$ cat config.mk
export PLATFORM = sky130hd
export DESIGN_NAME = mem_read_arbiter_flat
export DESIGN_NICKNAME = d
export VERILOG_FILES = /design/src/rtl/mem_arb_pkg.sv /design/src/rtl/axi_read_if.sv /design/src/rtl/mem_arb_picker.sv /design/src/rtl/mem_read_arbiter.sv /design/src/flat_wrapper.sv
export SDC_FILE = /design/constraint.sdc
export NUM_CORES = 1
export LEC_CHECK = 0
export ABC_CLOCK_PERIOD_IN_PS = 2600
export CORE_AREA = 5 5 170 172
export CTS_BUF_LIST = sky130_fd_sc_hd__clkbuf_4
export CTS_CLUSTER_DIAMETER = 50
export DETAILED_ROUTE_END_ITERATION = 7
export DIE_AREA = 0 0 175 177
export GPL_TIMING_DRIVEN = 0
export PLACE_DENSITY = 0.53
export SYNTH_ARGS = -nofsm -noshare
export SYNTH_HDL_FRONTEND = slang
export SYNTH_SLANG_ARGS = --single-unit
$ cat constraint.sdc
create_clock -name clk -period 2.6 [get_ports clk]
set_clock_uncertainty 0.15 [all_clocks]
set_input_delay 0.65 -clock clk [delete_from_list [all_inputs] [get_ports clk]]
set_output_delay 0.65 -clock clk [all_outputs]
set_load 0.1 [all_outputs]
$ cat src/rtl/mem_arb_pkg.sv
// Shared types, widths and requester codes for the three-way memory read arbiter.
package mem_arb_pkg;

    localparam int ADDR_W           = 32;
    localparam int LEN_W            = 8;
    localparam int ID_W             = 2;
    localparam int DATA_W           = 64;
    localparam int MAX_BEATS_DEF    = 8;
    localparam int STARVE_LIMIT_DEF = 4;

    typedef enum logic [1:0] {
        ST_IDLE = 2'd0,
        ST_ADDR = 2'd1,
        ST_DATA = 2'd2
    } arb_state_e;

    localparam logic [ID_W-1:0] REQ_DC = 2'd0;
    localparam logic [ID_W-1:0] REQ_IC = 2'd1;
    localparam logic [ID_W-1:0] REQ_PF = 2'd2;

    // Beat count used for burst tracking; the forwarded ARLEN is never altered.
    function automatic logic [LEN_W-1:0] clamp_len(input logic [LEN_W-1:0] len,
                                                   input logic [LEN_W-1:0] max_len);
        if (len > max_len) begin
            return max_len;
        end else begin
            return len;
        end
    endfunction

endpackage

$ cat src/rtl/axi_read_if.sv
// Simplified AXI read-address and read-data channel bundles (ARLEN is a beat count).
interface axi_read_address;
    import mem_arb_pkg::*;

    logic              arvalid;
    logic              arready;
    logic [ADDR_W-1:0] araddr;
    logic [LEN_W-1:0]  arlen;
    logic [ID_W-1:0]   arid;

    modport master (output arvalid, output araddr, output arlen, output arid, input arready);
    modport slave  (input arvalid, input araddr, input arlen, input arid, output arready);
endinterface

interface axi_read_data;
    import mem_arb_pkg::*;

    logic              rvalid;
    logic              rready;
    logic [DATA_W-1:0] rdata;

    modport master (input rvalid, input rdata, output rready);
    modport slave  (output rvalid, output rdata, input rready);
endinterface

$ cat src/rtl/mem_arb_picker.sv
// Combinational winner selection: fixed priority dc > ic > pf, unless pf is promoted.
module mem_arb_picker
    import mem_arb_pkg::*;
(
    input  logic            dc_req,
    input  logic            ic_req,
    input  logic            pf_req,
    input  logic            pf_promote,
    output logic            any_req,
    output logic [ID_W-1:0] winner
);

    // Priority encoder with starvation override for the prefetcher.
    always_comb begin
        any_req = dc_req | ic_req | pf_req;
        winner  = REQ_DC;
        if (pf_req && pf_promote) begin
            winner = REQ_PF;
        end else if (dc_req) begin
            winner = REQ_DC;
        end else if (ic_req) begin
            winner = REQ_IC;
        end else if (pf_req) begin
            winner = REQ_PF;
        end else begin
            winner = REQ_DC;
        end
    end

endmodule

$ cat src/rtl/mem_read_arbiter.sv
// Arbitrates D-cache, I-cache and prefetch read bursts onto one memory read port,
// one transaction outstanding at a time.
module mem_read_arbiter
    import mem_arb_pkg::*;
#(
    parameter int STARVE_LIMIT = STARVE_LIMIT_DEF,
    parameter int MAX_BEATS    = MAX_BEATS_DEF
)
(
    input  logic           clk,
    input  logic           rst_n,
    axi_read_address.slave dc_ra,
    axi_read_data.slave    dc_rd,
    axi_read_address.slave ic_ra,
    axi_read_data.slave    ic_rd,
    axi_read_address.slave pf_ra,
    axi_read_data.slave    pf_rd,
    axi_read_address.master mem_ra,
    axi_read_data.master   mem_rd
);

    localparam int STV_W = $clog2(STARVE_LIMIT + 1);
    localparam logic [STV_W-1:0] STV_MAX  = STV_W'(STARVE_LIMIT);
    localparam logic [STV_W-1:0] STV_ONE  = STV_W'(1);
    localparam logic [STV_W-1:0] STV_ZERO = STV_W'(0);
    localparam logic [LEN_W-1:0] LEN_MAX  = LEN_W'(MAX_BEATS);
    localparam logic [LEN_W-1:0] LEN_ONE  = LEN_W'(1);
    localparam logic [LEN_W-1:0] LEN_ZERO = LEN_W'(0);

    arb_state_e        state_r,    state_nxt_s;
    logic [ID_W-1:0]   grant_r,    grant_nxt_s;
    logic [ADDR_W-1:0] araddr_r,   araddr_nxt_s;
    logic [LEN_W-1:0]  arlen_r,    arlen_nxt_s;
    logic [LEN_W-1:0]  beat_lim_r, beat_lim_nxt_s;
    logic [LEN_W-1:0]  beat_cnt_r, beat_cnt_nxt_s;
    logic [STV_W-1:0]  starve_r,   starve_nxt_s;

    logic              any_req_s;
    logic [ID_W-1:0]   winner_s;
    logic              pf_promote_s;
    logic [ADDR_W-1:0] sel_addr_s;
    logic [LEN_W-1:0]  sel_len_s;
    logic              in_addr_s;
    logic              in_data_s;
    logic              ar_hs_s;
    logic              rd_hs_s;
    logic              gnt_rready_s;
    logic              unused_arid_s;

    // Requester ARIDs are replaced by the requester code on the memory side.
    assign unused_arid_s = ^{dc_ra.arid, ic_ra.arid, pf_ra.arid};

    assign pf_promote_s = (starve_r == STV_MAX);

    mem_arb_picker u_picker (
        .dc_req     (dc_ra.arvalid),
        .ic_req     (ic_ra.arvalid),
        .pf_req     (pf_ra.arvalid),
        .pf_promote (pf_promote_s),
        .any_req    (any_req_s),
        .winner     (winner_s)
    );

    // Address and length of the arbitration winner, captured on grant.
    always_comb begin
        sel_addr_s = dc_ra.araddr;
        sel_len_s  = dc_ra.arlen;
        case (winner_s)
            REQ_DC: begin
                sel_addr_s = dc_ra.araddr;
                sel_len_s  = dc_ra.arlen;
            end
            REQ_IC: begin
                sel_addr_s = ic_ra.araddr;
                sel_len_s  = ic_ra.arlen;
            end
            REQ_PF: begin
                sel_addr_s = pf_ra.araddr;
                sel_len_s  = pf_ra.arlen;
            end
            default: begin
                sel_addr_s = dc_ra.araddr;
                sel_len_s  = dc_ra.arlen;
            end
        endcase
    end

    // Read-ready of whichever requester currently owns the data channel.
    always_comb begin
        gnt_rready_s = 1'b0;
        case (grant_r)
            REQ_DC:  gnt_rready_s = dc_rd.rready;
            REQ_IC:  gnt_rready_s = ic_rd.rready;
            REQ_PF:  gnt_rready_s = pf_rd.rready;
            default: gnt_rready_s = 1'b0;
        endcase
    end

    // Outputs are gated by rst_n so nothing leaks while reset is held.
    // A zero-length burst never opens the data channel.
    assign in_addr_s = rst_n & (state_r == ST_ADDR);
    assign in_data_s = rst_n & (state_r == ST_DATA) & (beat_lim_r != LEN_ZERO);
    assign ar_hs_s   = in_addr_s & mem_ra.arready;
    assign rd_hs_s   = mem_rd.rvalid & mem_rd.rready;

    assign mem_ra.arvalid = in_addr_s;
    assign mem_ra.araddr  = araddr_r;
    assign mem_ra.arlen   = arlen_r;
    assign mem_ra.arid    = grant_r;

    assign dc_ra.arready = ar_hs_s & (grant_r == REQ_DC);
    assign ic_ra.arready = ar_hs_s & (grant_r == REQ_IC);
    assign pf_ra.arready = ar_hs_s & (grant_r == REQ_PF);

    assign mem_rd.rready = in_data_s & gnt_rready_s;

    assign dc_rd.rvalid = in_data_s & mem_rd.rvalid & (grant_r == REQ_DC);
    assign ic_rd.rvalid = in_data_s & mem_rd.rvalid & (grant_r == REQ_IC);
    assign pf_rd.rvalid = in_data_s & mem_rd.rvalid & (grant_r == REQ_PF);

    assign dc_rd.rdata = mem_rd.rdata;
    assign ic_rd.rdata = mem_rd.rdata;
    assign pf_rd.rdata = mem_rd.rdata;

    // Next-state logic: arbitration in IDLE, address handshake, beat counting.
    always_comb begin
        state_nxt_s    = state_r;
        grant_nxt_s    = grant_r;
        araddr_nxt_s   = araddr_r;
        arlen_nxt_s    = arlen_r;
        beat_lim_nxt_s = beat_lim_r;
        beat_cnt_nxt_s = beat_cnt_r;
        starve_nxt_s   = starve_r;
        case (state_r)
            ST_IDLE: begin
                if (any_req_s) begin
                    state_nxt_s    = ST_ADDR;
                    grant_nxt_s    = winner_s;
                    araddr_nxt_s   = sel_addr_s;
                    arlen_nxt_s    = sel_len_s;
                    beat_lim_nxt_s = clamp_len(sel_len_s, LEN_MAX);
                    beat_cnt_nxt_s = LEN_ZERO;
                    if (winner_s == REQ_PF) begin
                        starve_nxt_s = STV_ZERO;
                    end else if (pf_ra.arvalid && (starve_r != STV_MAX)) begin
                        starve_nxt_s = starve_r + STV_ONE;
                    end else begin
                        starve_nxt_s = starve_r;
                    end
                end else begin
                    state_nxt_s = ST_IDLE;
                end
            end
            ST_ADDR: begin
                if (mem_ra.arready) begin
                    state_nxt_s = ST_DATA;
                end else begin
                    state_nxt_s = ST_ADDR;
                end
            end
            ST_DATA: begin
                if (beat_lim_r == LEN_ZERO) begin
                    state_nxt_s = ST_IDLE;
                end else if (rd_hs_s) begin
                    beat_cnt_nxt_s = beat_cnt_r + LEN_ONE;
                    if ((beat_cnt_r + LEN_ONE) == beat_lim_r) begin
                        state_nxt_s = ST_IDLE;
                    end else begin
                        state_nxt_s = ST_DATA;
                    end
                end else begin
                    state_nxt_s = ST_DATA;
                end
            end
            default: begin
                state_nxt_s = ST_IDLE;
            end
        endcase
    end

    // State and transaction registers with synchronous active-low reset.
    always_ff @(posedge clk) begin
        if (!rst_n) begin
            state_r    <= ST_IDLE;
            grant_r    <= REQ_DC;
            araddr_r   <= {ADDR_W{1'b0}};
            arlen_r    <= LEN_ZERO;
            beat_lim_r <= LEN_ZERO;
            beat_cnt_r <= LEN_ZERO;
            starve_r   <= STV_ZERO;
        end else begin
            state_r    <= state_nxt_s;
            grant_r    <= grant_nxt_s;
            araddr_r   <= araddr_nxt_s;
            arlen_r    <= arlen_nxt_s;
            beat_lim_r <= beat_lim_nxt_s;
            beat_cnt_r <= beat_cnt_nxt_s;
            starve_r   <= starve_nxt_s;
        end
    end

endmodule

$ cat src/flat_wrapper.sv
// flat-port wrapper written by rule: the top's interface ports become plain ports
module mem_read_arbiter_flat import mem_arb_pkg::*;
#(
    parameter int STARVE_LIMIT = STARVE_LIMIT_DEF,
    parameter int MAX_BEATS    = MAX_BEATS_DEF
)
  (clk, rst_n, dc_ra_arvalid, dc_ra_araddr, dc_ra_arlen, dc_ra_arid, dc_ra_arready, dc_rd_rvalid, dc_rd_rdata, dc_rd_rready, ic_ra_arvalid, ic_ra_araddr, ic_ra_arlen, ic_ra_arid, ic_ra_arready, ic_rd_rvalid, ic_rd_rdata, ic_rd_rready, pf_ra_arvalid, pf_ra_araddr, pf_ra_arlen, pf_ra_arid, pf_ra_arready, pf_rd_rvalid, pf_rd_rdata, pf_rd_rready, mem_ra_arvalid, mem_ra_araddr, mem_ra_arlen, mem_ra_arid, mem_ra_arready, mem_rd_rvalid, mem_rd_rdata, mem_rd_rready);
  axi_read_address dc_ra_i ();
  axi_read_data dc_rd_i ();
  axi_read_address ic_ra_i ();
  axi_read_data ic_rd_i ();
  axi_read_address pf_ra_i ();
  axi_read_data pf_rd_i ();
  axi_read_address mem_ra_i ();
  axi_read_data mem_rd_i ();
  input  logic clk;
  input  logic rst_n;
  input wire logic [$bits(dc_ra_i.arvalid)-1:0] dc_ra_arvalid;
  input wire logic [$bits(dc_ra_i.araddr)-1:0] dc_ra_araddr;
  input wire logic [$bits(dc_ra_i.arlen)-1:0] dc_ra_arlen;
  input wire logic [$bits(dc_ra_i.arid)-1:0] dc_ra_arid;
  output wire logic [$bits(dc_ra_i.arready)-1:0] dc_ra_arready;
  output wire logic [$bits(dc_rd_i.rvalid)-1:0] dc_rd_rvalid;
  output wire logic [$bits(dc_rd_i.rdata)-1:0] dc_rd_rdata;
  input wire logic [$bits(dc_rd_i.rready)-1:0] dc_rd_rready;
  input wire logic [$bits(ic_ra_i.arvalid)-1:0] ic_ra_arvalid;
  input wire logic [$bits(ic_ra_i.araddr)-1:0] ic_ra_araddr;
  input wire logic [$bits(ic_ra_i.arlen)-1:0] ic_ra_arlen;
  input wire logic [$bits(ic_ra_i.arid)-1:0] ic_ra_arid;
  output wire logic [$bits(ic_ra_i.arready)-1:0] ic_ra_arready;
  output wire logic [$bits(ic_rd_i.rvalid)-1:0] ic_rd_rvalid;
  output wire logic [$bits(ic_rd_i.rdata)-1:0] ic_rd_rdata;
  input wire logic [$bits(ic_rd_i.rready)-1:0] ic_rd_rready;
  input wire logic [$bits(pf_ra_i.arvalid)-1:0] pf_ra_arvalid;
  input wire logic [$bits(pf_ra_i.araddr)-1:0] pf_ra_araddr;
  input wire logic [$bits(pf_ra_i.arlen)-1:0] pf_ra_arlen;
  input wire logic [$bits(pf_ra_i.arid)-1:0] pf_ra_arid;
  output wire logic [$bits(pf_ra_i.arready)-1:0] pf_ra_arready;
  output wire logic [$bits(pf_rd_i.rvalid)-1:0] pf_rd_rvalid;
  output wire logic [$bits(pf_rd_i.rdata)-1:0] pf_rd_rdata;
  input wire logic [$bits(pf_rd_i.rready)-1:0] pf_rd_rready;
  output wire logic [$bits(mem_ra_i.arvalid)-1:0] mem_ra_arvalid;
  output wire logic [$bits(mem_ra_i.araddr)-1:0] mem_ra_araddr;
  output wire logic [$bits(mem_ra_i.arlen)-1:0] mem_ra_arlen;
  output wire logic [$bits(mem_ra_i.arid)-1:0] mem_ra_arid;
  input wire logic [$bits(mem_ra_i.arready)-1:0] mem_ra_arready;
  input wire logic [$bits(mem_rd_i.rvalid)-1:0] mem_rd_rvalid;
  input wire logic [$bits(mem_rd_i.rdata)-1:0] mem_rd_rdata;
  output wire logic [$bits(mem_rd_i.rready)-1:0] mem_rd_rready;
  assign dc_ra_i.arvalid = dc_ra_arvalid;
  assign dc_ra_i.araddr = dc_ra_araddr;
  assign dc_ra_i.arlen = dc_ra_arlen;
  assign dc_ra_i.arid = dc_ra_arid;
  assign dc_ra_arready = dc_ra_i.arready;
  assign dc_rd_rvalid = dc_rd_i.rvalid;
  assign dc_rd_rdata = dc_rd_i.rdata;
  assign dc_rd_i.rready = dc_rd_rready;
  assign ic_ra_i.arvalid = ic_ra_arvalid;
  assign ic_ra_i.araddr = ic_ra_araddr;
  assign ic_ra_i.arlen = ic_ra_arlen;
  assign ic_ra_i.arid = ic_ra_arid;
  assign ic_ra_arready = ic_ra_i.arready;
  assign ic_rd_rvalid = ic_rd_i.rvalid;
  assign ic_rd_rdata = ic_rd_i.rdata;
  assign ic_rd_i.rready = ic_rd_rready;
  assign pf_ra_i.arvalid = pf_ra_arvalid;
  assign pf_ra_i.araddr = pf_ra_araddr;
  assign pf_ra_i.arlen = pf_ra_arlen;
  assign pf_ra_i.arid = pf_ra_arid;
  assign pf_ra_arready = pf_ra_i.arready;
  assign pf_rd_rvalid = pf_rd_i.rvalid;
  assign pf_rd_rdata = pf_rd_i.rdata;
  assign pf_rd_i.rready = pf_rd_rready;
  assign mem_ra_arvalid = mem_ra_i.arvalid;
  assign mem_ra_araddr = mem_ra_i.araddr;
  assign mem_ra_arlen = mem_ra_i.arlen;
  assign mem_ra_arid = mem_ra_i.arid;
  assign mem_ra_i.arready = mem_ra_arready;
  assign mem_rd_i.rvalid = mem_rd_rvalid;
  assign mem_rd_i.rdata = mem_rd_rdata;
  assign mem_rd_rready = mem_rd_i.rready;
  mem_read_arbiter #(.STARVE_LIMIT(STARVE_LIMIT), .MAX_BEATS(MAX_BEATS)) u_core (.clk(clk), .rst_n(rst_n), .dc_ra(dc_ra_i), .dc_rd(dc_rd_i), .ic_ra(ic_ra_i), .ic_rd(ic_rd_i), .pf_ra(pf_ra_i), .pf_rd(pf_rd_i), .mem_ra(mem_ra_i), .mem_rd(mem_rd_i));
endmodule
# ---- After elaboration in Yosys (flattened, before gate mapping)
# Cells that the tools add are included.
dict set report op_classes {
  addsub 2
  n_mul 0
  n_div 0
  order_cmp 1
  eq_ne 12
  shifts 0
  muxes 20
  n_bitwise 15
  n_reduce_logical 11
}
# operator count
set ops {}
lappend ops {{$pmux W32 S2} 1}
lappend ops {{$mux W8} 4}
lappend ops {{$pmux W8 S2} 2}
lappend ops {{$mux W2} 8}
lappend ops {{$and A1 B1 Y1} 13}
lappend ops {{$add A8 B1 Y8 const B} 1}
lappend ops {{$eq A8 B8 Y1} 1}
lappend ops {{$gt A8 B4 Y1 const B} 1}
lappend ops {{$logic_not A8 Y1} 1}
lappend ops {{$reduce_bool A8 Y1} 1}
lappend ops {{$eq A2 B1 Y1 const B} 3}
lappend ops {{$eq A2 B2 Y1 const B} 3}
lappend ops {{$mux W3} 2}
lappend ops {{$pmux W2 S3} 1}
lappend ops {{$logic_not A2 Y1} 2}
lappend ops {{$ne A2 B1 Y1 const B} 2}
lappend ops {{$reduce_and A4 Y1} 1}
lappend ops {{$reduce_bool A2 Y1} 2}
lappend ops {{$add A3 B1 Y3 const B} 1}
lappend ops {{$eq A3 B3 Y1 const B} 1}
lappend ops {{$ne A3 B3 Y1 const B} 1}
lappend ops {{$pmux W1 S3} 1}
lappend ops {{$reduce_and A3 Y1} 1}
lappend ops {{$logic_and A1 B1 Y1} 2}
lappend ops {{other kinds (4)} 5}
dict set report word_totals {
  register_bits 63
  latchBits 0
  ramBits 0
  romBits 0
  inputBits 200
  out_inout_bits 242
  wordCells 68
  memories 0
}

# ---- Logic depth before layout (Yosys ltp)
# Gate-level depths: netlist of the first run.
dict set report logic_depth {
  depth_word 8
  ltp_mapped 13
}

# ---- Modules after synthesis
# From an unflattened synthesis of the first run, not the netlist that was laid out.
dict set report unflattened {
  hier_cells 668
  area_unflattened_um2 5094.9
}
# module instances cells_per_inst area_each_um2 seq_area_each_um2
set modules_own_cells {}
lappend modules_own_cells {mem_read_arbiter 1 663 5066.1 1261.2}
lappend modules_own_cells {mem_arb_picker 1 5 28.8 0.0}

# ---- Worst setup path after synthesis of the first run
# OpenSTA, ideal clock, no wires.
dict set report synth_timing {
  path_type {in2out}
  start {in rst_n}
  end {out dc_ra_arready}
  arrival_ns 3.782
  required_time_ns 1.800
  setup_slack_ns -1.982
  cell_stages 3
  path_buffers 0
  cell_sequence {and3b_1 nand2_1 nor3_1}
}
dict set report synth_via {
  elab_chain_cells 3
}
# item line_no
set synth_lines {}
lappend synth_lines {{from (decl)} flat_wrapper.sv:17} ;# input logic rst_n;
lappend synth_lines {{$and A1 B1 Y1} mem_read_arbiter.sv:101} ;# assign in_addr_s = rst_n & (state_r == ST_ADDR);
lappend synth_lines {{$and A1 B1 Y1} mem_read_arbiter.sv:103} ;# assign ar_hs_s = in_addr_s & mem_ra.arready;
lappend synth_lines {{$and A1 B1 Y1} mem_read_arbiter.sv:111} ;# assign dc_ra.arready = ar_hs_s & (grant_r == REQ_DC);
lappend synth_lines {{to (decl)} flat_wrapper.sv:22} ;# output wire logic [$bits(dc_ra_i.arready)-1:0] dc_ra_arready;
# Every way passes these cells.

# ---- Worst setup path after layout of the first run
dict set report layout_timing {
  start {in pf_rd_rready}
  end {out mem_rd_rready}
}
dict set report layout_via {
  elab_chain_cells 2
}
# item line_no
set layout_lines {}
lappend layout_lines {{from (decl)} flat_wrapper.sv:41} ;# input wire logic [$bits(pf_rd_i.rready)-1:0] pf_rd_rready;
lappend layout_lines {{$pmux W1 S3} mem_read_arbiter.sv:91} ;# case (grant_r)
lappend layout_lines {{$and A1 B1 Y1} mem_read_arbiter.sv:115} ;# assign mem_rd.rready = in_data_s & gnt_rready_s;
lappend layout_lines {{to (decl)} flat_wrapper.sv:49} ;# output wire logic [$bits(mem_rd_i.rready)-1:0] mem_rd_rready;
# Every way passes these cells.

==> results of run 1 <==
-- repair_timing --
item,in CTS,in global routing
pin swaps,6,8
resized for setup,368,27
hold buffers,0,0
setup endpoints to repair,290,47
buffers inserted,3,6
-- flip-flops by register name, indices dropped and copies added, names as in the netlist --
| name | cells |
|---|---|
| u_core.beat_cnt_r | 8 |
| u_core.beat_lim_r | 8 |
| u_core.mem_ra.araddr | 32 |
| u_core.mem_ra.arlen | 8 |
| u_core.state_r | 2 |
| u_core.starve_r | 3 |
| u_core.mem_ra.arid | 2 |
-- final timing paths --
path | depth (start not counted) | start | to | slack, ns
max | 5 | pf_rd_rready | mem_rd_rready | 0.05
min | 2 | u_core.mem_ra.araddr[8] | u_core.mem_ra.araddr[8] | 0.31
max reg2reg | 12 | u_core.starve_r[1] | u_core.beat_lim_r[2] | 0.07
min reg2reg | 2 | u_core.mem_ra.araddr[8] | u_core.mem_ra.araddr[8] | 0.31
-- power groups by stage --
| stage | registers, uW | clock network (uW) | logic (uW) |
|---|---|---|---|
| after global placement | 1110 | 0 | 3030 |
| after detailed placement | 1110 | 0 | 3040 |
| after CTS | 1090 | 877 | 2920 |
| final | 1090 | 823 | 2920 |
| after floorplan | 1600 | 0 | 1740 |
| after global routing | 1100 | 899 | 3040 |
-- worst reg2reg max path: cells and delay by family (launching register included) --
family,cells,cell delay [ns]
and+or+nand+nor,3,0.55
AOI/OAI and AO/OA,4,0.74
DFF,1,0.36
adders and majority gates,2,0.40
buffers and inverters,3,0.26
-- layout by cell type (no fill, tap or decap), types with 10 or more instances in the layout --
cell	count
a21boi_0	21
a21oi_1	26
a221o_1	37
buf_4	203
clkbuf_1	14
clkbuf_4	13
clkdlybuf4s50_1	124
dfxtp_1	53
dfxtp_2	10
dlygate4sd2_1	230
nand2_1	56
nor2_1	16
o211ai_1	33
-- metrics by stage --
step,cell area (um^2),setup WS [ns],instances,hold slack (ns)
2_1_floorplan,4897,-0.2828,600,0.2994
3_3_place_gp,9044,-1.492,1317,0.2926
3_5_place_dp,9044,-1.487,1317,0.2956
4_1_cts,9109,-0.01315,1336,0.3106
5_1_grt,9246,-0.03398,1343,0.3266
6_report,9246,0.05085,1343,0.3096
-- cell usage after synthesis (2+ instances only) --
cell,count
a211o_1,3
a21boi_0,23
a21oi_1,27
a221o_1,37
a22oi_1,4
a31oi_1,3
a32o_1,2
and2_1,4
and3_1,4
buf_2,3
buf_4,192
clkbuf_1,30
dfxtp_1,63
ha_1,5
inv_1,8
mux2i_1,2
nand2_1,57
nand2b_1,4
nand3_1,9
nand3b_1,2
nand4_1,4
nor2_1,21
nor2b_1,4
nor3_1,5
nor3b_1,2
nor4_1,2
o211ai_1,33
o21ai_0,18
xnor2_1,6
xor2_1,4
-- cell type report --
| cell class | count | area, um^2 | area share |
|---|---|---|---|
| Antenna cell | 1 | 2.502 | 0.0002706 |
| Buffer | 226 | 1663 | 0.1798 |
| Tap cell | 346 | 432.9 | 0.04682 |
| Sequential cell | 63 | 1274 | 0.1378 |
| Clock inverter | 7 | 96.34 | 0.01042 |
| Inverter | 9 | 41.29 | 0.004465 |
| Clock buffer | 9 | 67.56 | 0.007307 |
| Multi-Input combinational cell | 302 | 2150 | 0.2325 |
| Timing Repair Buffer | 380 | 3520 | 0.3806 |
-- routing by layer --
| metal | part of all wire | vias up |
|---|---|---|
| li1 | - | 2704 |
| met1 | 0.38 | 2506 |
| met2 | 0.54 | 235 |
| met3 | 0.073 | 28 |
| met4 | 0.012 | 2 |
| met5 | 0.00057 | - |
-- kinds of logic after synthesis --
group / count (synthesis)
AOI/OAI and AO/OA: 159
adders and majority gates: 5
buffers and inverters: 235
muxes: 3
DFF: 63
and+or+nand+nor: 125
xor gates and xnor gates: 10
==> impl_metrics.tcl, run 1 <==
set metrics [dict create \
    io_pins 442 \
    die_area_um2 30980 \
    num_vias 5475 \
    grt_overflow 0 \
    cts_buffers 9 \
    grt_max_degree 13 \
    post-route-min-period_ns 2.549 \
    crit_path_cell_trace "clkdlybuf4s50_1, mux2i_1, o22a_2, nor2_4, buf_12" \
    grt_use_met3 0.05042 \
    yosys.area_share.simple 0.1213 \
    grt_pass1_wl_mm 33.35 \
    fill_cells 2965 \
    drtAntennaViolNets 0 \
    end_kind "output port" \
    synth_nets 805 \
    drive_gt1_frac 0.2962 \
    seq_area_frac_synth 0.2613 \
    min_period_over_period 0.9804 \
    p_leak_uw 0.004216 \
    drc 0 \
    cp_max_fo 2 \
    post_synth_fa_ha_maj_area_fraction 0.01296 \
    fin_setup_tns_ns 0 \
    yosysTopAreaCell "buf_4" \
    syn_area_um2 4827 \
    power_frac_comb 0.604 \
    grt.busiest_layer "met2" \
    hp-class "register to register" \
    synth_edf_count 0 \
    slew_viol_final 0 \
    clk_path_buf_depth 2 \
    cp_top_family "buffers and inverters" \
    cts.sinks 63 \
    synth_compound_area_frac 0.2455 \
    p_sw_uw 2639 \
    antenna_found_initial 5 \
    seq_power_share 0.225 \
    switching_share 0.5462 \
    synth_top_area_share 0.2986 \
    slew_headroom 0.2861 \
    rows 61 \
    root_buffer "clkbuf_4" \
    powerDensity_nw_per_um2 522.6 \
    cap_viol_max_count 0 \
    timing.fmax_mhz 392.3 \
    utilization 0.3384 \
    synth_top_family_by_area "buffers and inverters" \
    critPathArrivalTime_ns 1.75 \
    critPathBufInv 2 \
    nNetsFinal 1196 \
    ys_async_sr_fraction 0 \
    critical-path-max-stage-delay_ns 0.46 \
    grt_use_total 0.1392 \
    cp_data_required_time_ns 1.80 \
    core_um2 27320 \
    status "complete, no violations" \
    vdd_drop_max_uv 311.5 \
    htree_levels 3 \
    startpoint_type "input pin" \
    rsz0062_at_grt "yes" \
    crit_path_top_delay_cell "clkdlybuf4s50_1" \
    viasPerCell 4.077 \
    routedWlPerCell_um 17.02 \
    ys_types 49 \
    synthTopCellsByArea "buf_4, dfxtp_1, a221o_1" \
    clk_pin_slew_ns 0.13 \
    drt_iter0_markers 170 \
    portBuffers 371 \
    globalRouteMet2Util 0.2633 \
    internal_power_uw 2192 \
    dp_hpwl_mm 19.60 \
    crit_type "input pin to output port" \
    clk_latency_ns 0.44 \
    power.total_uw 4832 \
    synth.avg_cell_area_um2 8.045 \
    die_h_um 177 \
    clkPwrFrac 0.170 \
    cts_tree "done" \
    synth_xor_area_frac 0.01814 \
    area_growth_pct 91.55 \
    tightest_slew_ns 1.075 \
    die_w_um 175 \
    hold_violations 0 \
    gp_congestion 0.7946 \
    syn-instance-count 600 \
    synth-seq-cells 63 \
    dr.pass1.iters 4 \
    grt_pass1_vias 5781 \
    setup_viol 0 \
    ys.flop_type "dfxtp_1" \
    synth_mux_area_frac 0.006480 \
    grt_use_met1 0.1495 \
    initial_core_util 0.1767 \
    yosysWarnings 0 \
    routed_wirelength_mm 22.86 \
]
(Power assumes the default switching activity.)
==> run 2: changes to the inputs <==
--- a/config.mk
+++ b/config.mk
@@ -13,6 +13,7 @@
 export DIE_AREA = 0 0 175 177
 export GPL_TIMING_DRIVEN = 0
 export PLACE_DENSITY = 0.53
+export SLEW_MARGIN = 15
 export SYNTH_ARGS = -nofsm -noshare
 export SYNTH_HDL_FRONTEND = slang
 export SYNTH_SLANG_ARGS = --single-unit
==> results of run 2 <==
The final DEF is identical to that of run 1; final timing and power are the same.
==> run 3: changes to the inputs <==
--- a/config.mk
+++ b/config.mk
@@ -6,13 +6,14 @@
 export NUM_CORES = 1
 export LEC_CHECK = 0
 export ABC_CLOCK_PERIOD_IN_PS = 2600
-export CORE_AREA = 5 5 170 172
+export CORE_AREA = 2 2 172 174
 export CTS_BUF_LIST = sky130_fd_sc_hd__clkbuf_4
 export CTS_CLUSTER_DIAMETER = 50
 export DETAILED_ROUTE_END_ITERATION = 7
-export DIE_AREA = 0 0 175 177
+export DIE_AREA = 0 0 174 176
 export GPL_TIMING_DRIVEN = 0
-export PLACE_DENSITY = 0.53
+export HOLD_SLACK_MARGIN = 0.02
+export PLACE_DENSITY = 0.51
 export SLEW_MARGIN = 15
 export SYNTH_ARGS = -nofsm -noshare
 export SYNTH_HDL_FRONTEND = slang
==> run 3 against run 2 <==
Global-route usage decreased by 0.45 points. Critical path depth unchanged. Worst setup slack improved by 0.0038 ns. First-iteration DRC count increased by 6.5%. Register-to-register slack improved by 0.04 ns. Sequential power about the same. Core utilization decreased by 1.5 points. Wire length decreased by 4.7%. Combinational power about the same. Maximum frequency increased by 0.15%. Power decreased by 1.8%. Die area decreased by 1.1%. Critical path type unchanged. Largest cell class unchanged. Largest power group unchanged.
==> impl_metrics.tcl, run 3 (synthesis results as in run 1) <==
set metrics [dict create \
    status "complete, no violations" \
    p_sw_uw 2650 \
    reg2reg_depth 11 \
    internal_power_uw 2095 \
    r2r-start "u_core.starve_r[0]" \
    routedWlPerCell_um 15.81 \
    antenna_found_initial 5 \
    dp_hpwl_mm 18.47 \
    post-route-min-period_ns 2.545 \
    hold_buffers 0 \
    rows 62 \
    largest_reg_flops 32 \
    rsz0062_at_grt "no" \
    gp_congestion 0.7716 \
    r2r_end "u_core.beat_lim_r[2]" \
    seq_power_share 0.230 \
    grt_use_total 0.1346 \
    portBuffers 371 \
    io_pins 442 \
    slew_viol_final 0 \
    drc 0 \
    tightest_slew_ns 1.059 \
    core_um2 28550 \
    cts_buffers 9 \
    cts.sinks 63 \
    vdd_drop_max_uv 191.1 \
    routed_wirelength_mm 21.79 \
    clk_path_buf_depth 2 \
    powerDensity_nw_per_um2 513.5 \
    setup_viol 0 \
    cp_max_fo 2 \
    critPathArrivalTime_ns 1.75 \
    grt_pass1_wl_mm 31.51 \
    grt_pass1_vias 5444 \
    dr.pass1.iters 4 \
    final_common_cell "dlygate4sd2_1" \
    num_vias 5431 \
    clk_latency_ns 0.44 \
    p_leak_uw 0.004171 \
    fill_cells 3147 \
    crit_type "input pin to output port" \
    startpoint_type "input pin" \
    end_kind "output port" \
    hold_violations 0 \
    drive_gt1_frac 0.2977 \
    die_area_um2 30620 \
    dp_cells 1355 \
    power.total_uw 4746 \
    hold_slack_ns 0.3129 \
    die_h_um 176 \
    fin_cells 1378 \
    clkPwrFrac 0.157 \
    grt_overflow 0 \
    switching_share 0.5585 \
    power_frac_comb 0.613 \
    grt_max_degree 14 \
    cp-endpoint "mem_rd_rready" \
    final_cell_mix "dlygate4sd2_1, buf_4, clkdlybuf4s50_1" \
    initial_core_util 0.1691 \
    hp-class "register to register" \
    viasPerCell 3.941 \
    area_growth_pct 91.45 \
    cts_tree "done" \
    htree_levels 3 \
    cp_data_required_time_ns 1.80 \
    drt_iter0_markers 181 \
    timing.fmax_mhz 392.9 \
    slew_headroom 0.2969 \
    root_buffer "clkbuf_4" \
    startpoint "pf_rd_rready" \
    r2r_setup_slack_ns 0.11 \
    nNetsFinal 1191 \
    cap_viol_max_count 0 \
    drtAntennaViolNets 0 \
    clk_pin_slew_ns 0.13 \
    die_w_um 174 \
    min_period_over_period 0.9790 \
]
==> run 3: cell count changes in the layout (fill, tap and decap cells not counted), sizes merged <==
cell,change
buf,-4
diode,+2
dlygate4sd2,+2
dlymetal6s2s,-2
bufinv,-1
clkbuf,-1
clkinv,-1
clkinvlp,+1
inv,+1
==> run 3: per-stage QoR <==
stage	setup TNS (ns)	area [um^2]	setup slack [ns]	utilization
finish	0	9241	0.05464	0.3237
global route	0	9239	0.001864	0.3236
CTS	0	9149	0.005555	0.3205
detailed placement	-79.18	9091	-1.493	0.3185
global placement	-76.27	9091	-1.519	0.3185
floorplan	-0.2992	4897	-0.2828	-
==> run 3: worst min-delay path by stage <==
| stage | cells past startpoint | startpoint | to | slack [ns] |
|---|---|---|---|---|
| 2_1_floorplan | 2 | u_core.starve_r[2] | u_core.starve_r[2] | 0.30 |
| 3_3_place_gp | 2 | u_core.mem_ra.araddr[12] | u_core.mem_ra.araddr[12] | 0.29 |
| 3_5_place_dp | 2 | u_core.mem_ra.araddr[3] | u_core.mem_ra.araddr[3] | 0.30 |
| 4_1_cts | 2 | u_core.mem_ra.araddr[3] | u_core.mem_ra.araddr[3] | 0.31 |
| 5_1_grt | 2 | u_core.mem_ra.araddr[4] | u_core.mem_ra.araddr[4] | 0.33 |
| 6_report | 2 | u_core.mem_ra.arlen[2] | u_core.mem_ra.arlen[2] | 0.31 |
==> run 3: layer usage <==
metal | global-route usage | vias to the layer above | share of wire
li1 | - | 2709 | -
met1 | 0.1562 | 2463 | 0.40
met2 | 0.2463 | 237 | 0.52
met3 | 0.03682 | 22 | 0.064
met4 | 0.03011 | 0 | 0.013
met5 | 0 | - | 0
==> run 3: what timing repair did <==
action / in CTS / in global routing
pin swaps: 6 / 10
setup buffers: 3 / 2
endpoints found under the setup margin: 289 / 42
resized for setup: 369 / 34
==> run 3: final cells by class <==
| type | count | area [um^2] | area share |
|---|---|---|---|
| sequential | 63 | 1279 | 0.1384 |
| clock inverter | 7 | 78.83 | 0.008530 |
| tap | 384 | 480.5 | 0.05199 |
| multi-input combinational | 302 | 2152 | 0.2329 |
| inverter | 9 | 41.29 | 0.004468 |
| timing repair buffer | 376 | 3487 | 0.3773 |
| clock buffer | 9 | 67.56 | 0.007311 |
| antenna | 3 | 7.507 | 0.0008123 |
| buffer | 225 | 1648 | 0.1783 |
==> run 3: power by group through the flow <==
| stage | combinational [uW] | clock, uW | sequential (uW) |
|---|---|---|---|
| after floorplan | 1740 | 0 | 1600 |
| after global placement | 3030 | 0 | 1110 |
| after detailed placement | 3030 | 0 | 1110 |
| after CTS | 2910 | 800 | 1090 |
| after global routing | 3020 | 839 | 1100 |
| final | 2910 | 746 | 1090 |
==> run 3: worst max-delay path: stages <==
cell             delay, ns
clkdlybuf4s50_1       0.46
mux2i_1               0.06
o22a_2                0.27
nor2_4                0.13
buf_12                0.18
